===== config.mk =====
export PLATFORM = sky130hd
export DESIGN_NAME = instr_sequencer_flat
export DESIGN_NICKNAME = d
export VERILOG_FILES = /design/src/rtl/instr_sequencer_pkg.sv /design/src/rtl/instr_sequencer_if.sv /design/src/rtl/instr_sequencer_prog_mem.sv /design/src/rtl/instr_sequencer.sv /design/src/flat_wrapper.sv
export SDC_FILE = /design/constraint.sdc
export NUM_CORES = 1
export LEC_CHECK = 0
export CORE_ASPECT_RATIO = 1.1
export CORE_MARGIN = 4
export CORE_UTILIZATION = 45
export DETAILED_ROUTE_END_ITERATION = 7
export DONT_BUFFER_PORTS = 1
export PLACE_DENSITY_LB_ADDON = 0.08
export REMOVE_ABC_BUFFERS = 1
export SYNTH_ARGS = -nofsm -noshare
export SYNTH_HDL_FRONTEND = slang
export SYNTH_HIERARCHICAL = 1
export SYNTH_SLANG_ARGS = --single-unit

===== constraint.sdc =====
create_clock -name clk -period 3.45 [get_ports clk]
set_clock_uncertainty 0.05 [all_clocks]
set_input_delay 0.8625 -clock clk [delete_from_list [all_inputs] [get_ports clk]]
set_output_delay 0.8625 -clock clk [all_outputs]
set_load 0.1 [all_outputs]

===== src/rtl/instr_sequencer_pkg.sv =====
// Shared definitions for the instruction sequencer: opcodes, instruction field
// positions (MSB-first numbering) and sequencer state encodings.
package instr_sequencer_pkg;

   typedef logic [0:7] instr_t;

   typedef enum logic [1:0] {
      OP_MOV_TO_R0   = 2'b00,
      OP_MOV_FROM_R0 = 2'b01,
      OP_LOAD_IMM    = 2'b10,
      OP_ALU         = 2'b11
   } opcode_e;

   typedef enum logic [1:0] {
      ST_IDLE  = 2'd0,
      ST_ISSUE = 2'd1,
      ST_GAP   = 2'd2,
      ST_DONE  = 2'd3
   } seq_state_e;

   localparam int OPC_MSB = 0;
   localparam int OPC_LSB = 1;
   localparam int REG_MSB = 2;
   localparam int REG_LSB = 3;
   localparam int IMM_MSB = 4;
   localparam int IMM_LSB = 7;

   function automatic opcode_e opcode_of(input instr_t i);
      return opcode_e'(i[OPC_MSB:OPC_LSB]);
   endfunction

   function automatic logic [1:0] reg_of(input instr_t i);
      return i[REG_MSB:REG_LSB];
   endfunction

   function automatic logic [3:0] imm_of(input instr_t i);
      return i[IMM_MSB:IMM_LSB];
   endfunction

endpackage


===== src/rtl/instr_sequencer_if.sv =====
// Instruction bus between the sequencer (master) and the processor core (slave).
interface instr_sequencer_if;
   import instr_sequencer_pkg::*;

   instr_t sig_out;
   logic   sig_valid;
   logic   sig_ready;

   modport master (output sig_out, output sig_valid, input sig_ready);
   modport slave  (input sig_out, input sig_valid, output sig_ready);
endinterface


===== src/rtl/instr_sequencer_prog_mem.sv =====
// Program buffer: DEPTH x 8 RAM with synchronous write and registered read.
// The read register clears on reset; the array contents do not.
module seq_prog_mem
   import instr_sequencer_pkg::*;
#(
   parameter int DEPTH = 16,
   parameter int AW    = 4
) (
   input  logic          clk,
   input  logic          rst,
   input  logic          we,
   input  logic [AW-1:0] waddr,
   input  instr_t        wdata,
   input  logic          re,
   input  logic [AW-1:0] raddr,
   output instr_t        rdata
);

   instr_t mem [DEPTH];

   always_ff @(posedge clk) begin
      if (we) begin
         mem[waddr] <= wdata;
      end
   end

   always_ff @(posedge clk) begin
      if (rst) begin
         rdata <= '0;
      end else if (re) begin
         rdata <= mem[raddr];
      end
   end

endmodule


===== src/rtl/instr_sequencer.sv =====
// Instruction sequencer: loads a small program and issues it one word per
// valid/ready transfer, with an optional bubble after each ALU instruction.
module instr_sequencer
   import instr_sequencer_pkg::*;
#(
   parameter int DEPTH   = 16,
   parameter int AW      = 4,
   parameter int GAP_ALU = 1
) (
   input  logic                clk,
   input  logic                rst,
   input  logic                ld_en,
   input  logic [AW-1:0]       ld_addr,
   input  instr_t              ld_data,
   input  logic [AW:0]         prog_len,
   input  logic                loop_mode,
   input  logic                start,
   input  logic                stop,
   instr_sequencer_if.master   bus,
   output logic                busy,
   output logic                done,
   output logic [AW-1:0]       pc,
   output logic [15:0]         issue_cnt
);

   seq_state_e    state_q, state_d;
   logic [AW-1:0] pc_q, pc_d;
   logic          valid_q, valid_d;
   logic [15:0]   cnt_q, cnt_d;
   logic [7:0]    gap_q, gap_d;
   logic          busy_q, busy_d;
   logic          done_q, done_d;

   logic [AW:0]   len;
   logic          last, transfer, zero_start, adv_end, mem_we, mem_re;
   logic [AW-1:0] adv_pc;
   instr_t        rdata;

   assign len      = (prog_len > (AW+1)'(DEPTH)) ? (AW+1)'(DEPTH) : prog_len;
   assign last     = ({1'b0, pc_q} == (len - 1'b1));
   assign transfer = valid_q & bus.sig_ready;
   assign adv_end  = last & ~loop_mode;
   assign adv_pc   = last ? '0 : pc_q + 1'b1;
   assign mem_we   = ld_en & (state_q != ST_ISSUE) & (state_q != ST_GAP);
   // Reading at the next pc makes the word land in the same cycle as sig_valid.
   assign mem_re   = (state_d == ST_ISSUE);

   seq_prog_mem #(.DEPTH(DEPTH), .AW(AW)) u_mem (
      .clk   (clk),
      .rst   (rst),
      .we    (mem_we),
      .waddr (ld_addr),
      .wdata (ld_data),
      .re    (mem_re),
      .raddr (pc_d),
      .rdata (rdata)
   );

   always_comb begin
      state_d    = state_q;
      pc_d       = pc_q;
      valid_d    = valid_q;
      cnt_d      = cnt_q;
      gap_d      = gap_q;
      zero_start = 1'b0;
      case (state_q)
         ST_IDLE: begin
            if (start && !stop) begin
               if (len == '0) begin
                  zero_start = 1'b1;
               end else begin
                  state_d = ST_ISSUE;
                  pc_d    = '0;
                  cnt_d   = '0;
               end
            end
         end
         ST_ISSUE: begin
            if (stop) begin
               state_d = ST_IDLE;
               valid_d = 1'b0;
               pc_d    = '0;
            end else if (!valid_q) begin
               // First cycle after start: word 0 is being fetched.
               valid_d = 1'b1;
            end else if (transfer) begin
               cnt_d = (cnt_q == 16'hFFFF) ? cnt_q : cnt_q + 16'd1;
               if ((opcode_of(rdata) == OP_ALU) && (GAP_ALU > 0)) begin
                  state_d = ST_GAP;
                  valid_d = 1'b0;
                  gap_d   = 8'(GAP_ALU - 1);
               end else if (adv_end) begin
                  state_d = ST_DONE;
                  valid_d = 1'b0;
                  pc_d    = '0;
               end else begin
                  pc_d = adv_pc;
               end
            end
         end
         ST_GAP: begin
            if (stop) begin
               state_d = ST_IDLE;
               pc_d    = '0;
            end else if (gap_q != 8'd0) begin
               gap_d = gap_q - 8'd1;
            end else if (adv_end) begin
               state_d = ST_DONE;
               pc_d    = '0;
            end else begin
               state_d = ST_ISSUE;
               valid_d = 1'b1;
               pc_d    = adv_pc;
            end
         end
         default: begin
            state_d = ST_IDLE;
         end
      endcase
      busy_d = (state_d == ST_ISSUE) || (state_d == ST_GAP);
      done_d = (state_d == ST_DONE) || zero_start;
   end

   always_ff @(posedge clk) begin
      if (rst) begin
         state_q <= ST_IDLE;
         pc_q    <= '0;
         valid_q <= 1'b0;
         cnt_q   <= '0;
         gap_q   <= '0;
         busy_q  <= 1'b0;
         done_q  <= 1'b0;
      end else begin
         state_q <= state_d;
         pc_q    <= pc_d;
         valid_q <= valid_d;
         cnt_q   <= cnt_d;
         gap_q   <= gap_d;
         busy_q  <= busy_d;
         done_q  <= done_d;
      end
   end

   assign bus.sig_out   = rdata;
   assign bus.sig_valid = valid_q;
   assign busy          = busy_q;
   assign done          = done_q;
   assign pc            = pc_q;
   assign issue_cnt     = cnt_q;

endmodule


===== src/flat_wrapper.sv =====
// flat-port wrapper written by rule: the top's interface ports become plain ports
module instr_sequencer_flat import instr_sequencer_pkg::*;
#(
   parameter int DEPTH   = 16,
   parameter int AW      = 4,
   parameter int GAP_ALU = 1
)
  (clk, rst, ld_en, ld_addr, ld_data, prog_len, loop_mode, start, stop, busy, done, pc, issue_cnt, bus_sig_out, bus_sig_valid, bus_sig_ready);
  instr_sequencer_if bus_i ();
  input  logic clk;
  input  logic rst;
  input  logic ld_en;
  input  logic [AW-1:0] ld_addr;
  input  instr_t ld_data;
  input  logic [AW:0] prog_len;
  input  logic loop_mode;
  input  logic start;
  input  logic stop;
  output logic busy;
  output logic done;
  output logic [AW-1:0] pc;
  output logic [15:0] issue_cnt;
  output wire logic [$bits(bus_i.sig_out)-1:0] bus_sig_out;
  output wire logic [$bits(bus_i.sig_valid)-1:0] bus_sig_valid;
  input wire logic [$bits(bus_i.sig_ready)-1:0] bus_sig_ready;
  assign bus_sig_out = bus_i.sig_out;
  assign bus_sig_valid = bus_i.sig_valid;
  assign bus_i.sig_ready = bus_sig_ready;
  instr_sequencer #(.DEPTH(DEPTH), .AW(AW), .GAP_ALU(GAP_ALU)) u_core (.clk(clk), .rst(rst), .ld_en(ld_en), .ld_addr(ld_addr), .ld_data(ld_data), .prog_len(prog_len), .loop_mode(loop_mode), .start(start), .stop(stop), .bus(bus_i), .busy(busy), .done(done), .pc(pc), .issue_cnt(issue_cnt));
endmodule

# Yosys cells after proc, flatten, opt, wreduce, memory -nomap -nowiden
# Memory sizes are Yosys's and may differ from the RTL's. A register that Yosys moved wholly into a read port is not among the register bits.
# Cells that the tools add are included.
[classes]
n_addsub = 4
mux = 51
reduce_logical = 12
n_eq_ne = 21
n_lt_le_gt_ge = 1
n_bitwise = 5
[ops]
columns = ["operator", "count"]
rows = [
  ["$mux 16", 6],
  ["$mux 8", 6],
  ["$mux 4", 10],
  ["$pmux 16 s2", 1],
  ["$mux 2", 10],
  ["$add 16x1->16 const B", 1],
  ["$eq 16x16->1 const B", 1],
  ["$pmux 8 s2", 1],
  ["$ne 2x2->1 const B", 7],
  ["$reduce_and 7->1", 2],
  ["$mux 1", 13],
  ["$ne 2x1->1 const B", 6],
  ["$pmux 4 s3", 1],
  ["$eq 2x2->1 const B", 4],
  ["$reduce_bool 8->1", 1],
  ["$sub 8x1->8 const B", 1],
  ["$pmux 2 s3", 1],
  ["$eq 4x5->1", 1],
  ["$gt 5x5->1 const B", 1],
  ["$logic_not 5->1", 1],
  ["$mux 5", 1],
  ["$sub 5x1->5 const B", 1],
  ["$add 4x1->4 const B", 1],
  ["$and 1x1->1", 4],
  ["other kinds (9)", 12],
]
[totals]
out_inout_bits = 31
mem_bits_rw = 128
input_bits = 24
n_memories = 1
ff_bits = 33
[memory_table]
columns = ["memory", "depth", "word_bits", "read_ports", "rd_clocked_by_memory_dff", "wr", "line_no", "rtl"]
rows = [
  ["u_core.u_mem.mem", 16, 8, 1, 1, 1, "instr_sequencer_prog_mem.sv:19", "instr_t mem [DEPTH];"],
]

# Depth between registers and ports, before layout
# Gate-level depths: netlist of the first run.
[logic_depth]
ltp_word = 13
ltp_mapped = 14
depth_no_buf = 12

# Modules after synthesis
# The synthesis of the first run kept the hierarchy.
[by_module_without_submodules]
columns = ["mod", "area_each_um2", "cells_per_inst", "seq_area_each_um2", "n_inst"]
rows = [
  ["seq_prog_mem", 5343.9, 316, 4003.8, 1],
  ["instr_sequencer", 1949.4, 241, 660.6, 1],
]

# Worst setup path before layout of the first run
# OpenSTA, ideal clock, no wires.
[synth_path]
path_kind = "input port to flip-flop"
start = "in prog_len[4]"
end = "reg u_core.u_mem.rdata[6], read port of u_core.u_mem.mem"
path_slack_ns = -0.009
setup_time_ns = 0.124
t_required_ns = 3.276
n_path_buf = 1
t_arrival_ns = 3.286
path_stages = 13
path_cell_list = "nand2b_1 > ha_1 > xnor2_1 > or4b_1 > nand3_1 > a31oi_1 > o31ai_1 > nand2_1 > nor2_1 > buf_2 > a22oi_1 > nand3_1 > nand3_1"
[synth_via]
elab_cells_between_ends = 29
[synth_lines]
columns = ["element", "line_no", "rtl"]
rows = [
  ["start: declaration", "flat_wrapper.sv:15", "input logic [AW:0] prog_len;"],
  ["$gt 5x5->1", "instr_sequencer.sv:39", "assign len = (prog_len > (AW+1)'(DEPTH)) ? (AW+1)'(DEPTH) : prog_len;"],
  ["$mux 5 *", "instr_sequencer.sv:39", ""],
  ["$sub 5x1->5", "instr_sequencer.sv:40", "assign last = ({1'b0, pc_q} == (len - 1'b1));"],
  ["$eq 4x5->1", "instr_sequencer.sv:40", ""],
  ["$mux 4 or $and 1x1->1 (tied branches)", "instr_sequencer.sv:43, instr_sequencer.sv:42", ""],
  ["$mux 4", "instr_sequencer.sv:92, instr_sequencer.sv:107", ""],
  ["$mux 4", "instr_sequencer.sv:88", "if ((opcode_of(rdata) == OP_ALU) && (GAP_ALU > 0)) begin"],
  ["$mux 4", "instr_sequencer.sv:86", "end else if (transfer) begin"],
  ["$mux 4", "instr_sequencer.sv:83", "end else if (!valid_q) begin"],
  ["$mux 4", "instr_sequencer.sv:79", "if (stop) begin"],
  ["$pmux 4 s3 *", "instr_sequencer.sv:66", "case (state_q)"],
  ["net u_core.pc_d[3]", "instr_sequencer.sv:27", "logic [AW-1:0] pc_q, pc_d;"],
  ["end: declaration", "instr_sequencer_prog_mem.sv:16", "output instr_t rdata"],
]
# The timed path passes the listed nets; every way through them passes the cells marked *.
# A chain may end at the register's enable or synchronous reset.

# Worst setup path after layout of the first run
# Same ends and word-level chain as after synthesis.

==> results by stage, run 1 <==
Status:
- The run finished with clean final reports.

Global route:
- The first global-routing pass estimated ~25 mm of wire.
- For this run the aggregate overflow at the end of global routing stands at 0.
- The largest net degree at the start of global routing is 34.
- The via count of the first global-routing pass is around 4700.
- The initial antenna violation count was 0.
- The combined global-route utilization of all metal layers is 0.183.

Synth:
- The cell area after synthesis is approximately 7300 um2.
- The yosys synthesis warning count is 6.
- Synthesis inferred 169 register bits.
- The share of the synthesized area in compound gates (AO/OA/AOI/OAI) is 0.0683.
- The post-synthesis area per instance is between 10 and 15 um2.
- The gate count of the mapped netlist is roughly 560.
- In this run, synthesis inferred 128 flip-flops with an integrated enable.
- The most repeated cell in the gate-level netlist after synthesis is edfxtp_1.
- The fraction of post-synthesis cell area in the top cell type by area is 0.527.
- Of the total synthesized cell area, the portion taken by XOR and XNOR cells is 0.0264.
- Ranked by total cell area, the synthesized netlist is headed by edfxtp_1, dfxtp_1, mux2i_1.
- The most area-hungry cell type in the Yosys netlist is edfxtp_1.
- Of the total synthesized cell area, the portion taken by full adders, half adders and majority gates is 0.0103.
- After synthesis, the largest family of logic cells by area is simple AND/OR/NAND/NOR gates.
- The sequential fraction of the synthesis area is 0.640.
- The fraction of the mapped netlist area in simple logic gates is 0.137.
- In the synthesized netlist, the cells that appear most often are edfxtp_1, mux2i_1, nor2_1, dfxtp_1, nand2_1.
- In the synthesized netlist the async set-or-reset flop fraction comes to 0.
- The number of distinct library cells after synthesis is 58.
- In the synthesized netlist the dominant register cell turns out to be edfxtp_1.
- The mux contribution to synthesized area is 0.0908.

Setup path:
- The launching element type of the critical path is a primary input.
- Walking the worst path, the cells encountered are nand2b_1, ha_1, xnor2_1, or4b_4, nand3_4, buf_4, a311oi_1, o31ai_1, buf_4, nand2_4, buf_4, mux2i_1, a22oi_1, nand3_1, nand3_1.
- The delay of the slowest critical-path stage is 0.54 ns.
- The type of the worst setup path is primary input to flip-flop.
- The most repeated library cell on the critical path is buf_4.
- The master of the slowest instance on the critical path is or4b_4.
- The cell family contributing the most delay on the critical path is simple AND/OR/NAND/NOR gates.
- STA puts the critical path data arrival time at ~3.6 ns.
- The worst setup path is captured at a flip-flop.
- The number of buffers and inverters on the critical path is 3.
- Of all nets on the critical path, the largest fanout is 9.
- The required arrival time at the worst endpoint is ~3.8 ns.

Min path:
- The min-delay analysis places its worst path in the category flip-flop to flip-flop.

Place:
- Summing all placed instances gives a cell area of 7990 um2.
- The half-perimeter wire length of the detailed placement result is between 10 and 15 mm.
- At the end of routability-driven placement, the weighted congestion stood at between 0.9 and 1.
- The count of buffers added on input and output ports is 0.

Die:
- The floorplan step defined a core boundary enclosing 15800 um2.
- The die area is between 15000 and 20000 um2.
- Pin placement for this block handled 55 I/O pins.
- The horizontal die dimension is 129 um.
- The placement row count is 48.
- The die extent in y is 142 um.
- The initial utilization of the core area, before any placement, comes to 0.462.

Clock network:
- The later pin in the worst-skew pair is clocked with a latency of roughly 0.42 ns.
- The clock-pin transition on the worst setup and hold timing paths is approximately 0.060 ns.
- The TritonCTS clock tree is built.
- The number of levels in the clock H-tree is 4.
- The TritonCTS buffer count is 17.
- The tree built by TritonCTS fans out to 169 sinks.
- Clock tree synthesis selected as its root buffer the cell clkbuf_16.
- The deepest clock path buffer count is 2.
- In this run, post-CTS hold repair placed 0 buffers.
- After clock tree synthesis, the repair step resized 0 gates.
- The number of post-CTS setup repair buffers is 0.

Cells and area:
- The number of antenna diodes in the final layout is 0.
- For this run, the post-layout net count is between 600 and 700.
- The layout cell share with drive strength beyond 1 is 0.202.
- Once layout is done, the placed cells without fillers occupy 8650 um2.
- From synthesis to final layout, the design area changed by 18.6%.

Flow run:
- The number of max-capacitance violations reported is 0.

Power:
- Overall power consumption after layout is estimated at around 4.2 mW.
- IR analysis of the VDD net gives a maximum drop of between 300 and 400 uV.
- For this design the static power due to leakage is 2.94 nW.
- The power per standard cell area is about 490 nW/um2.

STA:
- The total count of hold-check failures in the final report is 0.
- Counting I/O delays and the setup requirement, the final critical path takes around 3.3 ns.
- The highest attainable clock frequency is between 300 and 400 MHz.
- The transition at the pin with the smallest max-transition slack is between 1 and 1.5 ns.
- The relative slew slack is 0.297.
- The ratio of final minimum period to clock period is 0.952.
- The max-slew violation total from the final report is 0.
- Setup violations remaining at the end of the flow were counted as 0.
- Setup repair after global routing left no endpoint under its margin.

Routing:
- The remaining antenna violation count is 0.
- The number of detailed-routing iterations run before antenna repair is 4.
- The number of vias after detailed routing is 4647.
- The number of DRC violations after detailed routing is 0.
- The initial DRC count is 280.
- The routed design has between 15 and 20 mm of wire.
- The detail-routed via count per cell is ~5.5.
- Dividing the detail-routed wire length by the instance count gives between 15 and 20 um.
## layer usage
layer | track usage | wire (um) | vias up
met2 | 0.307 | 8070 | 121
met4 | 0.0531 | 211 | 0
met5 | 0 | 0 | -
li1 | - | - | 2234
met1 | 0.229 | 6780 | 2276
met3 | 0.0572 | 1150 | 16
## area by class of cell
class                           count  area [um2]
Timing Repair Buffer               75         646
Multi-Input combinational cell    358        2480
Clock inverter                     14         154
Clock buffer                       17         425
Inverter                           10        37.5
Tap cell                          200         250
Fill cell                        1335        7140
Sequential cell                   169        4660
## sequential cells by signal (all words and copies together) (netlist names)
register	cells
u_core/issue_cnt	16
u_core/pc	4
u_core/state_q	2
u_core/gap_q	8
u_core/done	1
u_core/bus.sig_valid	1
u_core/busy	1
u_core/u_mem/mem	128
u_core/u_mem/rdata	8
## worst paths after layout
kind	depth (start not counted)	startpoint	end	slack, ns
worst max-delay path	15	prog_len[4]	u_core/u_mem/rdata[6]	0.16
worst min-delay path	2	u_core/gap_q[2]	u_core/gap_q[2]	0.46
worst max register to register	13	u_core/pc[0]	u_core/u_mem/rdata[6]	0.56
worst min register to register	2	u_core/gap_q[2]	u_core/gap_q[2]	0.46
## placed cells by master, fill, tap and decap left out, types with 3 or more instances in the layout
cell       count
edfxtp_1     128
buf_4         69
mux2i_1       64
nor2_1        51
dfxtp_1       41
nand2_1       36
nand3_1       32
a22oi_1       23
clkbuf_16     18
a21oi_1       18
xnor2_1       13
nor3_1        11
inv_1         10
xor2_1         9
nand2b_1       8
inv_6          7
nor2b_1        6
o21ai_0        6
ha_1           6
o21ai_1        5
and2_1         5
nand4_1        5
nand3b_1       4
a31oi_1        4
and3_1         4
or3_1          3
buf_12         3
## metrics by stage
step	cells	setup slack [ns]	utilization	hold WS [ns]	setup TNS (ns)
finish	843	0.165	0.548	0.456	0
global route	843	0.0268	0.548	0.436	0
CTS	842	0.0630	0.543	0.434	0
detailed placement	811	-0.375	0.506	0.448	-2.80
global placement	811	-0.298	0.506	0.432	-2.15
floorplan	537	-1.59	-	0.412	-12.76
## kinds of logic (layout without fill, tap and decap cells)
logic type,after synthesis,count (layout)
compound gates,73,73
xor+xnor,22,22
fa+ha+maj,6,6
buf+inv,30,116
flops,169,169
mux,66,66
simple gates,191,191
## worst register-to-register path, cell delays in order, from the launching register on
cell      delay, ns
dfxtp_1        0.50
xnor2_1        0.11
or4b_4         0.50
nand3_4        0.13
buf_4          0.12
a311oi_1       0.08
o31ai_1        0.22
buf_4          0.17
nand2_4        0.11
buf_4          0.19
mux2i_1        0.12
a22oi_1        0.29
nand3_1        0.13
nand3_1        0.11
## power breakdown
part / switching [mW] / internal [mW] / total (mW)
registers: 0.0457 / 2.21 / 2.26
logic: 0.0869 / 0.0509 / 0.138
clock network: 0.829 / 1.02 / 1.85
Power figures use the tool's default switching activity.
==> run 2: changes to the inputs <==
CELL_PAD_IN_SITES_DETAIL_PLACEMENT = 2   (was not set)
CELL_PAD_IN_SITES_GLOBAL_PLACEMENT = 2   (was not set)
CORE_UTILIZATION = 40   (was 45)
==> run 2 against run 1 <==
Against the previous run:
- worst setup slack better by 0.013 ns
- wire length is 19% higher
- combinational power is 5% lower
- fmax grew 0.39%
- critical endpoint is now u_core/u_mem/rdata[7]
- largest cell class unchanged
- largest power group unchanged
==> results by stage, run 2 (synthesis gave the netlist of run 1 again) <==
Cells and area:
- The number of nets in the layout is 639 (-3.3%).
- The post-route core utilization came to 0.480 (-0.0678).
- The library cell used most frequently in the layout, excluding fill and tap cells, is edfxtp_1.
- The number of fill cells in the layout is 1759 (+32%).
- The top cell types in the final layout, fill and taps aside, are edfxtp_1, mux2i_1, nor2_1.
- More flip-flops sit in one register than any other, and that register is u_core/u_mem/mem.
- The flip-flop count of the largest register, all copies and words added is 128 (unchanged).
- The layout cell share with drive strength beyond 1 is 0.166 (-0.0366).
- The post-layout instance count excluding filler cells is 861 (+2.1%).
- The area growth from synthesis to layout is 17.2%.

STA:
- The number of failing setup endpoints in the final timing report came to 0 (unchanged).
- The final hold slack is 0.440 ns (-0.0164 ns).
- The relative slew slack is 0.263 (-0.0336).
- The clock period minus worst slack is 3.27 ns (-0.0129 ns).
- The total count of hold-check failures in the final report is 0 (unchanged).
- The ratio of final minimum period to clock period was 0.949 (-0.00373).
- The highest attainable clock frequency is 306 MHz (+0.39%).
- The transition at the pin with the smallest max-transition slack came to 1.10 ns (+0.0503 ns).
- The max-slew violation total from the final report came to 0 (unchanged).

Global route:
- The initial antenna violation count is 1 (+1).
- The via count of the first global-routing pass is 5195 (+11%).
- The total overflow reported by the global router is 0 (unchanged).
- The largest net degree at the start of global routing is 24 (-29%).
- The global-route wire length before repair is 30.2 mm (+20%).
- The combined global-route utilization of all metal layers came to 0.200 (+0.0162).

Die:
- The die area came to 20500 um2 (+12%).
- The initial standard-cell utilization of the core is 0.410 (-0.0521).
- The die extent in y is 150 um (+5.7%).
- The horizontal die dimension is 137 um (+5.7%).
- The I/O pin total is 55 (unchanged).
- The placement row count was 51 (+6.3%).
- The standard cell core area was 17800 um2 (+13%).

Min path:
- The tightest min-delay check is of the flip-flop to flip-flop type.

Routing:
- The remaining antenna violation count is 0 (unchanged).
- The number of vias after detailed routing is 4666 (+0.41%).
- The initial DRC count is 281 (+0.36%).
- The total detailed-routing wirelength is 19.3 mm (+19%).
- The number of detailed-routing iterations run before antenna repair is 4 (unchanged).
- The detail-routed via count per cell is 5.42 (-1.7%).
- The number of DRC violations after detailed routing is 0 (unchanged).
- The routed length per instance is 22.4 um (+16%).

Clock network:
- The TritonCTS clock tree is built.
- The TritonCTS buffer count is 17 (unchanged).
- The clock network latency to the later pin of the worst-skew pair is 0.43 ns (about the same).
- The clock net sink count came to 169 (unchanged).
- The number of levels in the clock H-tree was 4 (unchanged).
- CTS placed an instance of clkbuf_16 at the clock tree root.
- The clock-pin transition on the worst setup and hold timing paths was 0.07 ns (about the same).
- The deepest clock path buffer count is 2 (unchanged).

Place:
- The final weighted congestion in routability-driven placement is 0.772 (-16%).
- The total placed cells including tap cells is 828 (+2.1%).
- The half-perimeter wire length of the detailed placement result is 13.6 mm (+22%).
- The quantity of I/O buffers inserted on ports is 0 (unchanged).

Setup path:
- The required arrival time at the worst endpoint is 3.77 ns (about the same).
- Traced cell by cell, the critical path runs through nand2b_1, ha_1, xnor2_1, or4b_1, nand3_2, a31oi_1, o31ai_1, nand2_1, and2_1, buf_12, a22oi_1, nand3_1, nand3_1.
- The most repeated library cell on the critical path is nand3_1.
- The slowest stage of the critical path is the or4b_1 cell.
- The buffer and inverter count on the worst path is 1 (-2).
- The kind of end point of the critical path is a flip-flop.
- The delay of the slowest critical-path stage is 0.52 ns (-0.02 ns).
- The data arrival time of the critical path came to 3.59 ns (about the same).
- The cell family contributing the most delay on the critical path is simple AND/OR/NAND/NOR gates.
- The launching element type of the critical path is a primary input.
- The type of the worst setup path is primary input to flip-flop.
- The worst-path maximum fanout is 16 (+7).

Power:
- The leakage power of the design is 2.85 nW (-3.3%).
- The worst vdd rail ir drop is 315 uV (-10%).
- The power per standard cell area is 501 nW/um2 (+2.2%).

Flow run:
- The number of max-capacitance violations reported came to 0 (unchanged).

Status:
- The flow ran to the end, and the final reports show no timing, DRC or antenna violations.
==> run 2: worst register-to-register path: stages (launching register included) <==
cell	delay, ns
dfxtp_1	0.31
inv_1	0.09
ha_1	0.19
nor3b_1	0.46
a21oi_4	0.18
nor2_1	0.18
buf_4	0.13
nand2_1	0.05
o31ai_1	0.29
nand2_1	0.17
and2_1	0.23
buf_12	0.16
a22oi_1	0.22
nand3_1	0.18
nand3_1	0.12
==> run 2: per-stage QoR <==
step / instance area [um2] / setup slack [ns] / power (mW) / TNS, ns
after floorplan: 7130 / -1.59 / 2.39 / -12.76
after global placement: 7930 / -0.318 / 2.43 / -1.95
after detailed placement: 7930 / -0.370 / 2.44 / -2.65
after CTS: 8530 / 0.0582 / 4.34 / 0
after global routing: 8550 / -0.00721 / 4.45 / -0.0117
final: 8550 / 0.177 / 4.28 / 0
==> run 2: routing by layer <==
layer  GRT usage  routed length [um]  share of wire  vias to the layer above
met5           0                   0              0                        -
met4      0.0620                 342          0.018                        0
met3      0.0562                1170          0.060                       25
met2       0.358               10200           0.53                      105
met1       0.230                7590           0.39                     2343
li1            -                   -              -                     2193
==> run 2: path summary, 6_finish.rpt <==
check | from | to | depth (start not counted) | slack (ns)
worst min-delay path | u_core/u_mem/rdata[6] | u_core/u_mem/rdata[6] | 2 | 0.44
worst max register to register | u_core/gap_q[0] | u_core/u_mem/rdata[7] | 14 | 0.39
worst max-delay path | prog_len[4] | u_core/u_mem/rdata[7] | 13 | 0.18
worst min register to register | u_core/u_mem/rdata[6] | u_core/u_mem/rdata[6] | 2 | 0.44
==> run 2: final cells by class <==
cell class / count / area, um2 / share of cell area
flip-flops and latches: 169 / 4660 / 0.546
multi-input cells: 358 / 2450 / 0.286
repair buffers: 53 / 498 / 0.0583
clock buffers: 17 / 425 / 0.0498
well taps: 238 / 298 / 0.0348
clock inverters: 15 / 173 / 0.0202
inverters: 10 / 37.5 / 0.00439
diodes: 1 / 2.50 / 0.000293
==> run 2: report_power, final <==
part           switching [mW]  internal (mW)
Combinational          0.0864         0.0447
Clock                   0.910          0.983
Sequential             0.0493           2.21
Total                    1.05           3.24
==> run 2: what timing repair did <==
item,4_1_cts,5_1_grt
hold buffers,0,0
gates resized for setup,0,3
hold endpoints to repair,0,0
buffers inserted,0,0
endpoints found under the setup margin,0,8
==> run 3: changes to the inputs <==
CELL_PAD_IN_SITES_DETAIL_PLACEMENT = 1   (was 2)
CELL_PAD_IN_SITES_GLOBAL_PLACEMENT = 1   (was 2)
CORE_UTILIZATION = 45   (was 40)
CTS_CLUSTER_DIAMETER = 40   (was not set)
==> run 3 against run 2 <==
Against the previous run:
- final cell count decreased by 3.3%
- via count up 0.96%
- hold slack better by 0.0069 ns
- largest cell class unchanged
==> results by stage, run 3 (synthesis gave the netlist of run 1 again) <==
Cells and area:
- The number of nets in the layout is 650 (+1.7%).
- The layout cell share with drive strength beyond 1 is 0.179 (+0.0129).
- The area growth from synthesis to layout is 17.0%.
- The flip-flop count of the largest register, all copies and words added is 128 (unchanged).
- The number of fill cells in the layout is 1616 (-8.1%).
- The post-route standard cell area excluding fillers is 8530 um2 (-0.16%).
- Leaving out fill and tap cells, the most frequent cell in the layout is edfxtp_1.
- The number of antenna cells inserted was 0 (-1).
- In the layout the commonest cells are edfxtp_1, mux2i_1, buf_4.
- The most flop-heavy register is u_core/u_mem/mem.

Clock network:
- The deepest clock path buffer count is 2 (unchanged).
- The TritonCTS clock tree is built.
- The clock network latency to the later pin of the worst-skew pair is 0.43 ns (about the same).
- The number of post-CTS setup repair buffers is 0 (unchanged).
- The TritonCTS buffer count is 17 (unchanged).
- The clock-pin transition on the worst setup and hold timing paths is 0.07 ns (about the same).
- The clock net sink count is 169 (unchanged).
- Clock tree synthesis selected as its root buffer the cell clkbuf_16.
- The number of levels in the clock H-tree was 4 (unchanged).

Setup path:
- The number of cells on the worst reg-to-reg path came to 12 (-2).
- The launch instance of the worst register-to-register path is u_core/gap_q[3].
- The signal on the critical path passes through nand2b_1, ha_1, xnor2_1, or4b_1, nand3_2, a31oi_1, o31ai_1, nand2_1, nor2b_1, buf_4, a22oi_1, nand3_1, nand3_1.
- The data arrival time of the critical path is 3.63 ns (+0.04 ns).
- On the critical path the largest part of the delay comes from simple AND/OR/NAND/NOR gates.
- The endpoint identified for the worst register-to-register timing path is u_core/u_mem/rdata[4].
- The slack of the worst reg-to-reg path was 0.42 ns (+0.03 ns).
- The worst-path maximum fanout is 10 (-6).
- The delay of the slowest critical-path stage came to 0.53 ns (about the same).
- The most repeated library cell on the critical path is nand3_1.
- The kind of end point of the critical path is a flip-flop.
- The count of cell instances traversed by the critical path came to 13 (unchanged).
- The buffer and inverter count on the worst path was 1 (unchanged).
- The critical path is of the primary input to flip-flop type.
- The required arrival time at the worst endpoint is 3.77 ns (about the same).
- The master of the slowest instance on the critical path is or4b_1.
- The launching element type of the critical path is a primary input.

Place:
- The pre-CTS setup slack is -0.363 ns (+0.00663 ns).
- The post-placement cell area came to 7950 um2 (+0.28%).
- The final weighted congestion in routability-driven placement is 0.851 (+10%).
- The quantity of I/O buffers inserted on ports was 0 (unchanged).
- The half-perimeter wire length of the detailed placement result is 12.4 mm (-9.2%).

Power:
- The overall power after layout is 4.22 mW (-1.4%).
- The power per standard cell area was 495 nW/um2 (-1.2%).
- The leakage power of the design is 2.88 nW (+1.3%).
- The worst vdd rail ir drop is 359 uV (+14%).

Min path:
- The path class of the tightest hold or removal check is primary input to flip-flop.
- The startpoint identified for the worst hold timing path is rst.
- For hold timing, the worst endpoint is u_core/gap_q[0].
- The number of cells on the worst hold path is 1 (-1).

Die:
- The standard cell core area was 15800 um2 (-11%).
- The die area was 18300 um2 (-11%).
- The I/O pin total came to 55 (unchanged).
- The die extent in y is 142 um (-5.4%).
- The initial standard-cell utilization of the core is 0.462 (+0.0521).
- The horizontal die dimension is 129 um (-5.4%).
- The placement row count is 48 (-5.9%).

Global route:
- The total overflow reported by the global router is 0 (unchanged).
- The via count of the first global-routing pass came to 5099 (-1.8%).
- The combined global-route utilization of all metal layers is 0.208 (+0.00835).
- The largest net degree at the start of global routing is 38 (+58%).
- The initial antenna violation count came to 0 (-1).
- The global-route wire length before repair was 28.3 mm (-6.4%).

STA:
- The relative slew slack is 0.269 (+0.00580).
- The number of failing setup endpoints in the final timing report is 0 (unchanged).
- The highest attainable clock frequency was 302 MHz (-1.2%).
- The post-layout worst setup margin is 0.137 ns (-0.0403 ns).
- The clock period minus worst slack came to 3.31 ns (+0.0403 ns).
- The final hold slack was 0.447 ns (+0.00694 ns).
- The max-slew violation total from the final report was 0 (unchanged).
- The transition at the pin with the smallest max-transition slack is 1.09 ns (-0.00869 ns).
- The total count of hold-check failures in the final report is 0 (unchanged).
- The ratio of final minimum period to clock period is 0.960 (+0.0117).

Routing:
- The number of DRC violations after detailed routing is 0 (unchanged).
- The routed length per instance was 21.7 um (-3.2%).
- The detail-routed via count per cell came to 5.66 (+4.4%).
- The initial DRC count is 307 (+9.3%).
- The number of detailed-routing iterations run before antenna repair is 6 (+2).
- The total detailed-routing wirelength came to 18.1 mm (-6.4%).
- The number of vias after detailed routing is 4711 (+0.96%).
- The remaining antenna violation count is 0 (unchanged).

Flow run:
- The number of max-capacitance violations reported is 0 (unchanged).

Status:
- The run finished with clean final reports.
[run 3: cell types whose count changed in the layout (fill, tap and decap cells not counted), sizes merged]
| cell | before | now |
|---|---|---|
| clkinv | 4 | 5 |
| bufinv | 0 | 1 |
| buf | 53 | 64 |
| inv | 20 | 17 |
| clkinvlp | 1 | 2 |
| diode | 1 | 0 |
[run 3: cell type report]
| class | instances | area [um2] | share of cell area |
|---|---|---|---|
| Multi-Input combinational cell | 358 | 2450 | 0.287 |
| Sequential cell | 169 | 4660 | 0.547 |
| Timing Repair Buffer | 64 | 568 | 0.0666 |
| Clock buffer | 17 | 425 | 0.0499 |
| Inverter | 10 | 37.5 | 0.00440 |
| Clock inverter | 15 | 139 | 0.0163 |
| Tap cell | 200 | 250 | 0.0293 |
[run 3: worst max path at each step]
stage                      from  slack (ns)                    end
global route        prog_len[4]    -0.00005  u_core/u_mem/rdata[1]
finish              prog_len[4]        0.14  u_core/u_mem/rdata[4]
CTS                 prog_len[4]        0.05  u_core/u_mem/rdata[4]
floorplan           prog_len[4]       -1.59  u_core/u_mem/rdata[7]
detailed placement  prog_len[4]       -0.36  u_core/u_mem/rdata[1]
global placement    prog_len[4]       -0.29  u_core/u_mem/rdata[1]
[run 3: metrics by stage]
step,TNS [ns],std cells,util
final,0,833,0.540
after floorplan,-12.76,537,-
after global routing,-0.0000502,833,0.540
after CTS,0,833,0.539
after detailed placement,-2.37,801,0.503
after global placement,-1.68,801,0.503
[run 3: what timing repair did]
item                       4_1_cts  5_1_grt
setup endpoints to repair        0        7
gates resized for setup          0        3
hold buffers                     0        0
[run 3: report_power, final]
part | internal [mW] | total, mW | switching [mW]
combinational | 0.0468 | 0.133 | 0.0858
sequential | 2.21 | 2.26 | 0.0493
clock | 1.01 | 1.83 | 0.824
[run 3: per-layer routing]
metal | part of all wire | up-vias | global-route usage | routed length [um]
li1 | - | 2209 | - | -
met1 | 0.39 | 2355 | 0.245 | 6990
met2 | 0.51 | 123 | 0.360 | 9200
met3 | 0.087 | 24 | 0.0644 | 1570
met4 | 0.018 | 0 | 0.0702 | 318
met5 | 0 | - | 0 | 0
